$ cat config.mk
export PLATFORM = sky130hd
export DESIGN_NAME = host_page_port
export DESIGN_NICKNAME = d
export VERILOG_FILES = /design/src/rtl/host_page_port.sv
export SDC_FILE = /design/constraint.sdc
export NUM_CORES = 1
export LEC_CHECK = 0
export CORE_MARGIN = 2
export CORE_UTILIZATION = 45
export DETAILED_ROUTE_END_ITERATION = 10
export GPL_ROUTABILITY_DRIVEN = 0
export HOLD_SLACK_MARGIN = 0.02
export PLACE_DENSITY = 0.71
export SLEW_MARGIN = 20
export SYNTH_ARGS = -nofsm -noshare
export SYNTH_HDL_FRONTEND = slang
export SYNTH_SLANG_ARGS = --single-unit
$ cat constraint.sdc
create_clock -name clk -period 9 [get_ports clk]
set_input_delay 1.8 -clock clk [delete_from_list [all_inputs] [get_ports clk]]
set_output_delay 1.8 -clock clk [all_outputs]
set_load 0.02 [all_outputs]
$ cat src/rtl/host_page_port.sv
// -----------------------------------------------------------------------------
// host_page_port
//
// Host-side master for the page buffer's host port. One command moves one
// full page (PageWords words) in either direction:
//   - write: host valid/ready stream -> buffer (buf_we/buf_in)
//   - read : buffer (buf_re/buf_out) -> 2-entry skid FIFO -> host valid/ready
// The flash controller owns the buffer's other port; this block never touches
// it. The buffer resets its host-side address whenever buf_sel is low, so
// buf_sel is held high for the whole transfer and dropped for exactly one
// cycle (DONE) at the end, which is what rewinds the buffer address to 0.
//
// Ports:
//   clk, rst            system clock (posedge), async active-high reset
//   wr_start, rd_start  one-cycle command requests (write wins if both)
//   wdata/_valid/_ready host write stream
//   rdata/_valid/_ready host read stream (rdata is the FIFO head, 0 if empty)
//   busy                transfer in progress (state != IDLE)
//   done                one-cycle pulse at the end of a transfer
//   rd_err              sticky: last read ended without host_buf_status seen
//   buf_sel/we/re/in    registered buffer host-port controls and write data
//   buf_out             buffer read data, valid the cycle after buf_re
//   host_buf_status     buffer's read-complete status
// -----------------------------------------------------------------------------
module host_page_port #(
    parameter int DataWidth = 16,
    parameter int PageWords = 2048
) (
    input  logic                 clk,
    input  logic                 rst,
    input  logic                 wr_start,
    input  logic                 rd_start,
    input  logic [DataWidth-1:0] wdata,
    input  logic                 wdata_valid,
    output logic                 wdata_ready,
    output logic [DataWidth-1:0] rdata,
    output logic                 rdata_valid,
    input  logic                 rdata_ready,
    output logic                 busy,
    output logic                 done,
    output logic                 rd_err,
    output logic                 buf_sel,
    output logic                 buf_we,
    output logic                 buf_re,
    output logic [DataWidth-1:0] buf_in,
    input  logic [DataWidth-1:0] buf_out,
    input  logic                 host_buf_status
);

    // Counters must hold PageWords itself, hence the extra bit.
    localparam int              CntW    = $clog2(PageWords) + 1;
    localparam logic [CntW-1:0] PageCnt = CntW'(PageWords);

    typedef enum logic [2:0] {
        IDLE,
        WR_XFER,
        RD_XFER,
        RD_DRAIN,
        DONE
    } state_t;

    state_t               state_q, state_d;
    logic [CntW-1:0]      wcnt_q, wcnt_d;
    logic [CntW-1:0]      icnt_q, icnt_d;
    logic                 buf_sel_q, buf_sel_d;
    logic                 buf_we_q, buf_we_d;
    logic                 buf_re_q, buf_re_d;
    logic [DataWidth-1:0] buf_in_q, buf_in_d;
    logic                 re_d1_q, re_d1_d;
    logic                 status_seen_q, status_seen_d;
    logic                 rd_err_q, rd_err_d;

    // 2-entry skid FIFO on the read path
    logic [DataWidth-1:0] fifo_mem_q [2];
    logic [DataWidth-1:0] fifo_mem_d [2];
    logic                 fifo_wp_q, fifo_wp_d;
    logic                 fifo_rp_q, fifo_rp_d;
    logic [1:0]           fifo_count_q, fifo_count_d;

    logic                 wr_accept;
    logic                 fifo_push;
    logic                 fifo_pop;
    logic                 rd_issue;
    logic [2:0]           rd_pending;

    // ------------------------------------------------------------------
    // Output decode (all from registers)
    // ------------------------------------------------------------------
    assign wdata_ready = (state_q == WR_XFER) && (wcnt_q < PageCnt);
    assign rdata_valid = (fifo_count_q != 2'd0);
    assign rdata       = rdata_valid ? fifo_mem_q[fifo_rp_q] : '0;
    assign busy        = (state_q != IDLE);
    assign done        = (state_q == DONE);
    assign rd_err      = rd_err_q;
    assign buf_sel     = buf_sel_q;
    assign buf_we      = buf_we_q;
    assign buf_re      = buf_re_q;
    assign buf_in      = buf_in_q;

    // ------------------------------------------------------------------
    // Next-state / datapath
    // ------------------------------------------------------------------
    always_comb begin
        state_d       = state_q;
        wcnt_d        = wcnt_q;
        icnt_d        = icnt_q;
        buf_we_d      = 1'b0;
        buf_re_d      = 1'b0;
        buf_in_d      = buf_in_q;
        re_d1_d       = buf_re_q;
        status_seen_d = status_seen_q;
        rd_err_d      = rd_err_q;
        fifo_mem_d    = fifo_mem_q;
        fifo_wp_d     = fifo_wp_q;
        fifo_rp_d     = fifo_rp_q;

        wr_accept = wdata_valid && wdata_ready;

        // buf_out carries the word requested by the previous cycle's buf_re.
        fifo_push = re_d1_q;
        fifo_pop  = rdata_valid && rdata_ready;

        // Words that will occupy the FIFO: current contents net of this
        // cycle's pop, plus the word on buf_out now and the one requested
        // this cycle. A new request is only allowed if it still fits in 2.
        rd_pending = {1'b0, fifo_count_q} - {2'b00, fifo_pop}
                   + {2'b00, buf_re_q} + {2'b00, re_d1_q};
        rd_issue   = (state_q == RD_XFER) && (icnt_q < PageCnt)
                   && (rd_pending < 3'd2);

        if (fifo_push) begin
            fifo_mem_d[fifo_wp_q] = buf_out;
            fifo_wp_d             = ~fifo_wp_q;
        end
        if (fifo_pop) begin
            fifo_rp_d = ~fifo_rp_q;
        end
        fifo_count_d = fifo_count_q + {1'b0, fifo_push} - {1'b0, fifo_pop};

        unique case (state_q)
            IDLE: begin
                if (wr_start) begin
                    state_d       = WR_XFER;
                    wcnt_d        = '0;
                    icnt_d        = '0;
                    status_seen_d = 1'b0;
                    rd_err_d      = 1'b0;
                end else if (rd_start) begin
                    state_d       = RD_XFER;
                    wcnt_d        = '0;
                    icnt_d        = '0;
                    status_seen_d = 1'b0;
                    rd_err_d      = 1'b0;
                end
            end

            WR_XFER: begin
                if (wr_accept) begin
                    buf_we_d = 1'b1;
                    buf_in_d = wdata;
                    wcnt_d   = wcnt_q + 1'b1;
                end
                // wcnt reaches PageWords in the cycle that carries the
                // final buf_we, so the next cycle is DONE.
                if (wcnt_q == PageCnt) begin
                    state_d = DONE;
                end
            end

            RD_XFER: begin
                buf_re_d = rd_issue;
                if (rd_issue) begin
                    icnt_d = icnt_q + 1'b1;
                end
                if (host_buf_status) begin
                    status_seen_d = 1'b1;
                end
                if (icnt_q == PageCnt) begin
                    state_d = RD_DRAIN;
                end
            end

            RD_DRAIN: begin
                if (host_buf_status) begin
                    status_seen_d = 1'b1;
                end
                // Leave as soon as the last word is handed to the host.
                if (!re_d1_q && ((fifo_count_q == 2'd0) ||
                                 ((fifo_count_q == 2'd1) && fifo_pop))) begin
                    state_d = DONE;
                    if (!(status_seen_q || host_buf_status)) begin
                        rd_err_d = 1'b1;
                    end
                end
            end

            DONE: begin
                state_d = IDLE;
            end

            default: begin
                state_d = IDLE;
            end
        endcase

        // Registered so buf_sel is high exactly while the state is a
        // transfer state and low in DONE/IDLE.
        buf_sel_d = (state_d == WR_XFER) || (state_d == RD_XFER)
                 || (state_d == RD_DRAIN);
    end

    // ------------------------------------------------------------------
    // State registers
    // ------------------------------------------------------------------
    always_ff @(posedge clk or posedge rst) begin
        if (rst) begin
            state_q       <= IDLE;
            wcnt_q        <= '0;
            icnt_q        <= '0;
            buf_sel_q     <= 1'b0;
            buf_we_q      <= 1'b0;
            buf_re_q      <= 1'b0;
            buf_in_q      <= '0;
            re_d1_q       <= 1'b0;
            status_seen_q <= 1'b0;
            rd_err_q      <= 1'b0;
            fifo_mem_q[0] <= '0;
            fifo_mem_q[1] <= '0;
            fifo_wp_q     <= 1'b0;
            fifo_rp_q     <= 1'b0;
            fifo_count_q  <= 2'd0;
        end else begin
            state_q       <= state_d;
            wcnt_q        <= wcnt_d;
            icnt_q        <= icnt_d;
            buf_sel_q     <= buf_sel_d;
            buf_we_q      <= buf_we_d;
            buf_re_q      <= buf_re_d;
            buf_in_q      <= buf_in_d;
            re_d1_q       <= re_d1_d;
            status_seen_q <= status_seen_d;
            rd_err_q      <= rd_err_d;
            fifo_mem_q[0] <= fifo_mem_d[0];
            fifo_mem_q[1] <= fifo_mem_d[1];
            fifo_wp_q     <= fifo_wp_d;
            fifo_rp_q     <= fifo_rp_d;
            fifo_count_q  <= fifo_count_d;
        end
    end

endmodule

Word-level counts from Yosys, hierarchy flattened
Index checks and enable logic that the tools add are counted.

operators by class
  bitwise logic cells = 4
  add/sub/neg operators = 7
  multiplexer cells = 29
  order comparisons = 6
  reduce and logical (&&, ||, !) cells = 27
  equality and inequality tests = 16

operators by type and width
  kind                     count
  $mux W16                 5
  $mux W12                 4
  $pmux W12 S2             2
  $bwmux W32               1
  $add A12 B1 Y12 const B  2
  $eq A12 B12 Y1 const B   2
  $lt A12 B12 Y1 const B   2
  $demux W16 S1            1
  $mux W3                  5
  $eq A3 B2 Y1 const B     4
  $pmux W3 S4              1
  $reduce_bool A2 Y1       5
  $reduce_and A3 Y1        3
  $logic_and A1 B1 Y1      8
  $mux W1                  8
  $ne A2 B2 Y1 const B     4
  $add A3 B1 Y3            2
  $eq A3 B1 Y1 const B     2
  $ge A2 B2 Y1 const B     2
  $logic_or A1 B1 Y1       4
  $not A1 Y2               2
  $pmux W1 S2              2
  $reduce_and A4 Y1        1
  $eq A3 B3 Y1 const B     1
  15 further kinds         16

storage, ports and cells
  register bits = 85
  word-level logic and storage cells = 104

Longest topological paths before layout
  word-level depth = 10
  depth in mapped cells = 13

Least setup slack after synthesis
OpenSTA, ideal clock, no wires.

  path type = input -> register
  start point = input rdata_ready
  end point = register icnt_q[5]
  arrival time = 4.056 ns
  required time = 8.922 ns
  setup time = 0.078 ns
  cell stages on the path = 10
  path slack = 4.866 ns
  path buffers = 0
  path through = nor2b_1 -> ha_1 -> inv_1 -> ha_1 -> a21o_1 -> fa_1 -> xor2_1 -> nand4_1 -> or3_1 -> a21oi_1

between the ends
  word-level cells in the longest chain between the ends = 8

RTL lines
  what                                RTL line  text
  start, declared                     38        input logic rdata_ready,
  $logic_and A1 B1 Y1                 121       fifo_pop = rdata_valid && rdata_ready;
  $sub A2 B1 Y3                       126       rd_pending = {1'b0, fifo_count_q} - {2'b00, fifo_pop}
  $add A3 B1 Y3 (2 in a row)          127       + {2'b00, buf_re_q} + {2'b00, re_d1_q};
  $lt A3 B2 Y1                        129       && (rd_pending < 3'd2);
  $logic_and A1 B1 Y1                 129
  $ne A2 B2 Y1 (no source line)       n/a
  $reduce_and A3 Y1 (no source line)  n/a
  end signal, assigned                235       icnt_q <= icnt_d;
  end, declared                       64        logic [CntW-1:0] icnt_q, icnt_d;

No other way between the ends.
A chain may end at the register's enable or synchronous reset.

Final worst setup path
  start point = input rdata_ready
  end point = register icnt_q[5]

between the ends
  word-level cells in the longest chain between the ends = 8

RTL lines
  what                                RTL line  text
  $logic_and A1 B1 Y1                 121
  named net fifo_pop                  82        logic fifo_pop;
  $sub A2 B1 Y3                       126
  $add A3 B1 Y3 (2 in a row)          127
  $lt A3 B2 Y1                        129
  $logic_and A1 B1 Y1                 129
  $ne A2 B2 Y1 (no source line)       n/a
  $reduce_and A3 Y1 (no source line)  n/a

The timed path passes the listed nets, and every way through them passes these cells.

==> impl_metrics.yaml <==
critical_path:
  r2r_slack_ns: 5.69
  critPathTopFamily: "simple AND/OR/NAND/NOR gates"
  cp.arrival_ns: 4.82
  critPathCaptureType: "flip-flop"
  worstSetupPathType: "primary input to flip-flop"
  crit_slowest_cell: "clkdlybuf4s50_1"
  crit_buf_inv: 2
  reg2reg_to: "icnt_q[5]"
  worstPathCellList: "clkdlybuf4s50_1 -> nor2b_1 -> ha_1 -> inv_1 -> ha_1 -> a21o_1 -> fa_1 -> xor2_1 -> nand4_1 -> or3_1 -> a21oi_1"
  start_kind: "primary input"
  cp_max_fo: 8
  r2r-start: "fifo_count_q[1]"
  critPathRequiredTime_ns: 9.27
  max_stage_delay_ns: 0.48
  cp.depth: 11
  reg2reg_depth: 12
  endpoint: "icnt_q[5]"
  crit_top_cell: "ha_1"
  setup.worst_path.start: "rdata_ready"
sta:
  setup_viol: 0
  tightestPinTransition_ns: 0.940
  slew-limit-headroom_pct: 37.4
  fin_setup_tns_ns: 0
  fin_worst_skew_ns: 0.00874
  whs_ns: 0.420
  slew_violations: 0
  max_freq_mhz: 220
  rsz0062_at_grt: "false"
  post-route-period-util_pct: 50.5
  finalHoldViolations: 0
  min_period_ns: 4.55
logic_synthesis:
  synth.distinct_cells: 45
  ys.flop_type: "dfrtp_1"
  synth-xor-area-share_pct: 2.20
  synth-seq-cells: 85
  synth.most_common_cell: "dfrtp_1"
  ys_warn_count: 0
  synth_area_leader_cell: "dfrtp_1"
  synth_top_area_share_pct: 53.5
  synth_fa_ha_area_share_pct: 3.02
  ys_async_sr_fraction_pct: 100
  synth_top_family_by_area: "simple AND/OR/NAND/NOR gates"
  yosys.area_share.simple_pct: 18.0
  syn_inst: 380
  synthMuxAreaShare_pct: 13.1
  syn_nets: 428
  synthTopCellsByArea: "dfrtp_1, mux2_2, nand2_1, mux2i_1, nor2_1"
  synth.top_cells.by_count: "dfrtp_1, nand2_1, mux2_2, nor2_1, inv_1"
  synth_edf_count: 0
  synth.avg_cell_area_um2: 10.5
  syn-cell-area_mm2: 0.00397
  synth_compound_area_share_pct: 6.58
  synth_seq_area_share_pct: 53.5
floorplanning:
  die_y_um: 98.0
  coreArea_mm2: 0.00864
  initial_core_util_pct: 46.0
  die_area_mm2: 0.00960
  rows: 34
  fp.dieW_um: 98.0
  ios: 79
global_routing:
  grt_use_total_pct: 17.9
  grt-ovfl-total: 0
  grt_pass1_vias: 2984
  grt_max_degree: 86
  grt_pass1_wl_um: 14200
  antenna_found_initial: 0
pwr:
  p_total_mw: 1.69
  p_leak_nw: 2.26
  pwr_density_cell_mw_per_mm2: 334
  ir_drop_mv: 0.134
final_layout:
  drive_gt1_share_pct: 11.7
  nNetsFinal: 503
  syn_to_final_growth_pct: 27.0
  final_cells: 568
  antenna_cells: 0
drt:
  drt-vias-per-instance: 5.23
  drt-total-wl_um: 8150
  num_vias: 2970
  first_iter_violations: 106
  route.detailed.drc: 0
  first_pass_iters: 4
  ant_nets: 0
  wl_per_cell_um: 14.3
clocking:
  cts_buffer_depth: 2
  cts_setup_buffers: 0
  numCtsBuffers: 9
  clk_pin_slew_worst_paths_ns: 0.09
  holdBufCountCts: 0
  cts.sinks: 85
  cts_resized: 0
  cts_root_buf: "clkbuf_8"
  cts_tree: "built"
  insertion_delay_ns: 0.35
  cts_max_level: 3
hold_path:
  worstHoldStart: "buf_re"
  hold_class: "flip-flop to flip-flop"
place:
  port_buffers: 78
  detailed_place_hpwl_um: 5560
  dpl.cell_count: 552
status:
  status: "complete, no violations"
flow_run:
  cap_violations: 0
cells by family after synthesis:
logic type	after synthesis
and+or+nand+nor	151
DFF	85
muxes	48
AOI/OAI and AO/OA	42
buffers and inverters	35
xor gates and xnor gates	10
adders and majority gates	9
per-layer routing:
| metal | up-vias | part of all wire [%] | GRT usage (%) |
|---|---|---|---|
| li1 | 1461 | - | - |
| met2 | 64 | 47 | 28.7 |
| met3 | 9 | 3.9 | 2.93 |
| met5 | - | 0 | 0 |
| met4 | 0 | 1.1 | 5.45 |
| met1 | 1436 | 48 | 25.2 |
flip-flops by register name (all words and copies together) (netlist names), 2 cells and up:
register / flops
state_q: 3
wcnt_q: 12
fifo_count_q: 2
buf_in: 16
fifo_mem_q: 32
icnt_q: 12
per-stage QoR:
| stage | util [%] | instance area [µm²] | setup WS [ns] |
|---|---|---|---|
| finish | 58.4 | 5040 | 4.45 |
| global route | 58.4 | 5040 | 4.20 |
| CTS | 58.4 | 5040 | 4.47 |
| detailed placement | 56.0 | 4840 | 4.11 |
| global placement | 56.0 | 4840 | 4.22 |
| floorplan | - | 3970 | 4.87 |
report_power, final:
group | total [mW] | switching (mW) | internal, mW
combinational | 0.785 | 0.398 | 0.386
sequential | 0.629 | 0.107 | 0.522
clock | 0.273 | 0.136 | 0.136
layout by cell type, fill, tap and decap left out, types with 3 or more instances in the layout:
cell / instances
o31ai_1: 4
and2_1: 4
clkbuf_8: 10
nand4_1: 11
inv_1: 16
clkdlybuf4s50_1: 78
nor4_1: 5
nor3b_1: 3
mux2i_1: 16
and3_1: 3
nor3_1: 7
o21ai_0: 14
xnor2_1: 6
dfrtp_1: 85
or3_1: 6
nor2_1: 31
a21oi_1: 10
nand2_1: 62
xor2_1: 4
mux2_2: 32
ha_1: 8
nand3_1: 7
final cells by class:
| class | count | area, µm² |
|---|---|---|
| inverters | 18 | 68.8 |
| well taps | 108 | 135 |
| clock inverters | 5 | 58.8 |
| repair buffers | 81 | 807 |
| clock buffers | 11 | 141 |
| fillers | 745 | 3590 |
| multi-input cells | 260 | 1710 |
| flip-flops and latches | 85 | 2130 |
worst min-delay path by stage:
stage	to	slack (ns)	depth (start not counted)
2_1_floorplan	fifo_wp_q	0.46	1
3_3_place_gp	fifo_push	0.43	0
3_5_place_dp	fifo_push	0.42	0
4_1_cts	fifo_push	0.43	0
5_1_grt	fifo_push	0.43	0
6_report	fifo_push	0.42	0
Power figures use the tool's default switching activity.
